$ cat config.mk
export PLATFORM = sky130hd
export DESIGN_NAME = uart_mmio_fifo
export DESIGN_NICKNAME = d
export VERILOG_FILES = /design/src/rtl/uart_mmio_fifo.sv
export SDC_FILE = /design/constraint.sdc
export NUM_CORES = 1
export LEC_CHECK = 0
export BUFFER_PORTS_ARGS = -buffer_cell sky130_fd_sc_hd__buf_4
export CAP_MARGIN = 10
export CORE_MARGIN = 2
export CORE_UTILIZATION = 43
export CTS_CLUSTER_DIAMETER = 40
export DETAILED_ROUTE_END_ITERATION = 8
export PLACE_DENSITY = 0.7
export SETUP_SLACK_MARGIN = 0.4
export SLEW_MARGIN = 0
export SYNTH_ARGS = -nofsm -noshare
export SYNTH_HDL_FRONTEND = slang
export SYNTH_SLANG_ARGS = --single-unit
$ cat constraint.sdc
create_clock -name clk -period 3.7 [get_ports clk]
set_input_delay 0.74 -clock clk [delete_from_list [all_inputs] [get_ports clk]]
set_output_delay 0.74 -clock clk [all_outputs]
set_load 0.02 [all_outputs]
$ cat src/rtl/uart_mmio_fifo.sv
// Memory-mapped UART bridge: CPU load/store decode in the 0x8xxx_xxxx region,
// with byte-wide RX and TX circular FIFOs between the CPU and the serial link.
module uart_mmio_fifo #(
    parameter int DEPTH_LOG2 = 3
) (
    input  logic        clk,
    input  logic        rst_n,
    input  logic        stall,
    input  logic [31:0] addr,
    input  logic [7:0]  wdata,
    input  logic        rd_en,
    input  logic        wr_en,
    output logic [31:0] rdata,
    output logic [7:0]  uart_din,
    output logic        uart_din_valid,
    input  logic        uart_din_ready,
    input  logic [7:0]  uart_dout,
    input  logic        uart_dout_valid,
    output logic        uart_dout_ready
);

    localparam int DEPTH = 1 << DEPTH_LOG2;
    localparam int CW    = DEPTH_LOG2 + 1;

    localparam logic [DEPTH_LOG2-1:0] PTR_ZERO = DEPTH_LOG2'(0);
    localparam logic [DEPTH_LOG2-1:0] PTR_ONE  = DEPTH_LOG2'(1);
    localparam logic [CW-1:0]         CNT_ZERO = CW'(0);
    localparam logic [CW-1:0]         CNT_ONE  = CW'(1);
    localparam logic [CW-1:0]         CNT_FULL = CW'(DEPTH);

    localparam logic [1:0] REG_STATUS = 2'd0;
    localparam logic [1:0] REG_RXDATA = 2'd1;
    localparam logic [1:0] REG_TXDATA = 2'd2;
    localparam logic [1:0] REG_COUNT  = 2'd3;

    // FIFO storage is not reset; the pointers and counts define its contents.
    logic [7:0] tx_mem_q [DEPTH];
    logic [7:0] rx_mem_q [DEPTH];

    logic [DEPTH_LOG2-1:0] tx_wptr_q, tx_wptr_d;
    logic [DEPTH_LOG2-1:0] tx_rptr_q, tx_rptr_d;
    logic [DEPTH_LOG2-1:0] rx_wptr_q, rx_wptr_d;
    logic [DEPTH_LOG2-1:0] rx_rptr_q, rx_rptr_d;
    logic [CW-1:0]         tx_cnt_q,  tx_cnt_d;
    logic [CW-1:0]         rx_cnt_q,  rx_cnt_d;
    logic                  tx_drop_q, tx_drop_d;
    logic [31:0]           rdata_q,   rdata_d;

    logic        region_hit_s;
    logic        rd_acc_s;
    logic        wr_acc_s;
    logic [1:0]  reg_sel_s;
    logic        tx_full_s;
    logic        tx_empty_s;
    logic        rx_full_s;
    logic        rx_empty_s;
    logic        tx_push_s;
    logic        tx_pop_s;
    logic        rx_push_s;
    logic        rx_pop_s;
    logic        tx_drop_set_s;
    logic        tx_drop_clr_s;
    logic [7:0]  tx_cnt8_s;
    logic [7:0]  rx_cnt8_s;
    logic [31:0] rd_word_s;

    // Access decode and FIFO handshakes; flags come from the registered counts only.
    always_comb begin
        region_hit_s  = (addr[31:28] == 4'h8);
        rd_acc_s      = rd_en & ~stall & region_hit_s;
        wr_acc_s      = wr_en & ~stall & region_hit_s;
        reg_sel_s     = addr[3:2];

        tx_full_s     = (tx_cnt_q == CNT_FULL);
        tx_empty_s    = (tx_cnt_q == CNT_ZERO);
        rx_full_s     = (rx_cnt_q == CNT_FULL);
        rx_empty_s    = (rx_cnt_q == CNT_ZERO);

        tx_push_s     = wr_acc_s & (reg_sel_s == REG_TXDATA) & ~tx_full_s;
        tx_drop_set_s = wr_acc_s & (reg_sel_s == REG_TXDATA) & tx_full_s;
        tx_drop_clr_s = wr_acc_s & (reg_sel_s == REG_STATUS);
        tx_pop_s      = ~tx_empty_s & uart_din_ready;

        rx_push_s     = uart_dout_valid & ~rx_full_s;
        rx_pop_s      = rd_acc_s & (reg_sel_s == REG_RXDATA) & ~rx_empty_s;
    end

    // TX pointer and occupancy next state.
    always_comb begin
        tx_wptr_d = tx_wptr_q;
        tx_rptr_d = tx_rptr_q;
        tx_cnt_d  = tx_cnt_q;
        if (tx_push_s) begin
            tx_wptr_d = tx_wptr_q + PTR_ONE;
        end else begin
            tx_wptr_d = tx_wptr_q;
        end
        if (tx_pop_s) begin
            tx_rptr_d = tx_rptr_q + PTR_ONE;
        end else begin
            tx_rptr_d = tx_rptr_q;
        end
        if (tx_push_s && !tx_pop_s) begin
            tx_cnt_d = tx_cnt_q + CNT_ONE;
        end else if (!tx_push_s && tx_pop_s) begin
            tx_cnt_d = tx_cnt_q - CNT_ONE;
        end else begin
            tx_cnt_d = tx_cnt_q;
        end
    end

    // RX pointer and occupancy next state.
    always_comb begin
        rx_wptr_d = rx_wptr_q;
        rx_rptr_d = rx_rptr_q;
        rx_cnt_d  = rx_cnt_q;
        if (rx_push_s) begin
            rx_wptr_d = rx_wptr_q + PTR_ONE;
        end else begin
            rx_wptr_d = rx_wptr_q;
        end
        if (rx_pop_s) begin
            rx_rptr_d = rx_rptr_q + PTR_ONE;
        end else begin
            rx_rptr_d = rx_rptr_q;
        end
        if (rx_push_s && !rx_pop_s) begin
            rx_cnt_d = rx_cnt_q + CNT_ONE;
        end else if (!rx_push_s && rx_pop_s) begin
            rx_cnt_d = rx_cnt_q - CNT_ONE;
        end else begin
            rx_cnt_d = rx_cnt_q;
        end
    end

    // Sticky drop flag: a STATUS write and a TXDATA write can never coincide.
    always_comb begin
        tx_drop_d = tx_drop_q;
        if (tx_drop_set_s) begin
            tx_drop_d = 1'b1;
        end else if (tx_drop_clr_s) begin
            tx_drop_d = 1'b0;
        end else begin
            tx_drop_d = tx_drop_q;
        end
    end

    // Zero-extend the occupancy counts into byte fields for the COUNT register.
    always_comb begin
        tx_cnt8_s         = 8'h00;
        rx_cnt8_s         = 8'h00;
        tx_cnt8_s[CW-1:0] = tx_cnt_q;
        rx_cnt8_s[CW-1:0] = rx_cnt_q;
    end

    // Register read mux; rdata only moves on an accepted read.
    always_comb begin
        rd_word_s = 32'h0000_0000;
        case (reg_sel_s)
            REG_STATUS: rd_word_s = {29'h0000_0000, tx_drop_q, ~rx_empty_s, ~tx_full_s};
            REG_RXDATA: begin
                if (rx_empty_s) begin
                    rd_word_s = 32'h0000_0000;
                end else begin
                    rd_word_s = {24'h00_0000, rx_mem_q[rx_rptr_q]};
                end
            end
            REG_TXDATA: rd_word_s = 32'h0000_0000;
            REG_COUNT:  rd_word_s = {16'h0000, rx_cnt8_s, tx_cnt8_s};
            default:    rd_word_s = 32'h0000_0000;
        endcase
        if (rd_acc_s) begin
            rdata_d = rd_word_s;
        end else begin
            rdata_d = rdata_q;
        end
    end

    // Control state registers with synchronous active-low reset.
    always_ff @(posedge clk) begin
        if (!rst_n) begin
            tx_wptr_q <= PTR_ZERO;
            tx_rptr_q <= PTR_ZERO;
            rx_wptr_q <= PTR_ZERO;
            rx_rptr_q <= PTR_ZERO;
            tx_cnt_q  <= CNT_ZERO;
            rx_cnt_q  <= CNT_ZERO;
            tx_drop_q <= 1'b0;
            rdata_q   <= 32'h0000_0000;
        end else begin
            tx_wptr_q <= tx_wptr_d;
            tx_rptr_q <= tx_rptr_d;
            rx_wptr_q <= rx_wptr_d;
            rx_rptr_q <= rx_rptr_d;
            tx_cnt_q  <= tx_cnt_d;
            rx_cnt_q  <= rx_cnt_d;
            tx_drop_q <= tx_drop_d;
            rdata_q   <= rdata_d;
        end
    end

    // TX storage write port.
    always_ff @(posedge clk) begin
        if (rst_n && tx_push_s) begin
            tx_mem_q[tx_wptr_q] <= wdata;
        end
    end

    // RX storage write port.
    always_ff @(posedge clk) begin
        if (rst_n && rx_push_s) begin
            rx_mem_q[rx_wptr_q] <= uart_dout;
        end
    end

    assign rdata           = rdata_q;
    assign uart_din        = tx_mem_q[tx_rptr_q];
    assign uart_din_valid  = ~tx_empty_s;
    assign uart_dout_ready = ~rx_full_s;

endmodule

==> out/qor.yml <==
min_path:
  hold_path_depth: 2
  hold_class: "flip-flop to flip-flop"
  hold_path.startpoint: "rdata[11]"
  hold_end: "rdata[11]"
logic_synthesis:
  synthXorXnorAreaFrac_pct: 1.02
  synth_compound_area_share_pct: 3.37
  ys_async_sr_fraction_pct: 0
  syn_area_mm2: 0.00686
  syn_inst: 427
  synth_area_leader_cell: "edfxtp_1"
  synth_top_area_share_pct: 56.0
  yosys.area_share.simple_pct: 7.55
  synth_mux_area_share_pct: 14.1
  yosys_register_bits: 167
  synth_cell_types: 47
  synth_top_family_by_area: "multiplexers"
  synth_common_cells: "edfxtp_1, dfxtp_1, mux4_2, nor2_1"
  synth-edff-count: 128
  syn_avg_cell_area_um2: 16.1
  synth_ff_type: "edfxtp_1"
  yosysWarnings: 0
  synth_fa_ha_area_share_pct: 2.41
  synthTopCellsByArea: "edfxtp_1, dfxtp_1, mux4_2, buf_4, ha_1"
  synth_most_common_cell: "edfxtp_1"
  synth_seq_area_share_pct: 67.4
drt:
  drtAntennaViolNets: 0
  route.vias.total: 3772
  drt_pass1_iterations: 5
  routed_via_density: 5.25
  drc: 0
  drt_iter0_drc: 282
  routedWlPerCell_um: 17.6
  wirelength_um: 12600
sta:
  rsz0062_at_grt: "false"
  clock.fmax_mhz: 345
  final.min_clock_period_ns: 2.89
  final_hold_viol_count: 0
  max-slew-margin-rel_pct: 44.9
  min_period_over_period_pct: 78.2
  setup_viol: 0
  finalSetupTns_ns: 0
  skew_ns: 0.0100
  slew_viol_final: 0
  worst_pin_slew_ns: 0.825
floorplanning:
  start_util_pct: 43.7
  dieArea_mm2: 0.0170
  num_rows: 46
  die_height_um: 130
  io_pins: 97
  die_x_um: 130
  core_area_mm2: 0.0157
pwr:
  combinationalPowerShare_pct: 14.2
  clkPwrFrac_pct: 39.5
  power_switching_uw: 1140
  power_density_mw_per_mm2: 579
  seqPwrFrac_pct: 46.3
  leakage_uw: 0.00282
  ir_drop_mv: 0.528
  p_sw_share_pct: 24.3
  p_int_uw: 3540
cts:
  clk_latency_ns: 0.42
  h-tree-depth: 4
  cts.sinks: 167
  post-cts-setup-buffers: 0
  cts_tree: "built"
  cts_root_buf: "clkbuf_16"
  hold_buffers: 0
  cts_buffer_depth: 2
  cts.clk_slew.worst_paths_ns: 0.06
  cts_resized: 0
  numCtsBuffers: 17
layout:
  drive_gt1_share_pct: 28.0
  syn2layout_area_growth_pct: 17.7
  instances_no_fill: 719
  n_antenna_cell: 0
  utilization_pct: 51.4
  nNetsFinal: 557
global_route:
  grt_pass1_wl_um: 20000
  grt_pass1_vias: 3796
  grt_overflow: 0
  gr-usage-all-layers_pct: 16.2
  antenna_found_initial: 0
  grt_max_degree: 26
setup_path:
  crit_required_ns: 2.96
  critPathArrivalTime_ns: 2.15
  crit_type: "flip-flop to output pin"
  reg2reg_slack_ns: 0.87
  startpoint_type: "flip-flop"
  r2r_cells: 10
  r2r-end: "rx_cnt_q[3]"
  end_kind: "output pin"
  timing.rr.start: "rx_cnt_q[0]"
  worstPathMaxFanout: 16
status:
  status: "finished, final reports clean"
place:
  placed_cells: 687
  hpwl_um: 8480
  io_buffers: 50
  place.gp.congestion: 0.752
job:
  cap_violations: 0
==> layout by cell type (no fill, tap or decap), drive strengths merged, types with 7 or more instances in the layout <==
cell and n:
nand3 18, clkbuf 17, mux2 10, nor4 9
clkinv 7, ha 10, buf 66, mux2i 12
nand2 19, edfxtp 128, dfxtp 39, a21oi 20
conb 20, mux4 32, o21ai 11, nor2 22
inv 9
==> power by group through the flow <==
| stage | Sequential [uW] | Clock [uW] | Combinational [uW] |
|---|---|---|---|
| 2_1_floorplan | 2170 | 0 | 515 |
| 3_3_place_gp | 2190 | 0 | 647 |
| 3_5_place_dp | 2200 | 0 | 673 |
| 4_1_cts | 2160 | 1880 | 675 |
| 5_1_grt | 2170 | 1960 | 742 |
| 6_report | 2160 | 1850 | 666 |
==> stage by stage <==
step | hold WS, ns | area [um^2] | setup WS (ns) | total power (uW)
6_report | 0.462 | 8080 | 0.805 | 4670
2_1_floorplan | 0.449 | 6930 | 0.776 | 2680
4_1_cts | 0.463 | 8080 | 0.765 | 4710
3_3_place_gp | 0.446 | 7450 | 0.635 | 2840
5_1_grt | 0.492 | 8080 | 0.694 | 4870
3_5_place_dp | 0.455 | 7450 | 0.560 | 2880
==> worst max-delay path: stages, from the launching register on <==
cell and delay (ns):
dfxtp_1 0.85, mux4_2 0.42, mux2_2 0.29, buf_4 0.16
==> sequential cells by signal, summed over array words and instances (netlist names), named ones only <==
signal and flops:
rx_mem_q 64, tx_mem_q 64, rdata 12, rx_cnt_q 4, tx_cnt_q 4, rx_rptr_q 3
rx_wptr_q 3, tx_rptr_q 3, tx_wptr_q 3, tx_drop_q 1
==> per-layer routing <==
metal / up-vias / GRT usage [%] / routed length, um
met5: - / 0 / 0
met4: 0 / 4.93 / 106
met3: 9 / 4.51 / 550
met2: 88 / 29.0 / 6920
met1: 1933 / 18.8 / 5070
li1: 1742 / - / -
==> logic make-up after synthesis <==
group	Yosys count
AND/OR/NAND/NOR	96
XOR/XNOR	8
other	1
buffers and inverters	49
adder cells (fa/ha/maj)	12
multiplexers	54
AO/OA/AOI/OAI	40
flip-flops	167
==> how the worst max path moves through the flow <==
stage,endpoint,slack (ns),cells past startpoint
after floorplan,rx_cnt_q[3],0.78,11
after global placement,tx_cnt_q[3],0.64,11
after detailed placement,tx_cnt_q[3],0.56,11
after CTS,uart_din[0],0.77,3
after global routing,rx_cnt_q[3],0.69,10
final,uart_din[0],0.81,3
==> final cells by class <==
class	count	area (um^2)
Clock buffer	17	425
Clock inverter	15	203
Fill cell	1289	7640
Inverter	8	30.0
Multi-Input combinational cell	230	2030
Sequential cell	167	4620
Tap cell	216	270
Timing Repair Buffer	66	495
(Power assumes the default switching activity.)
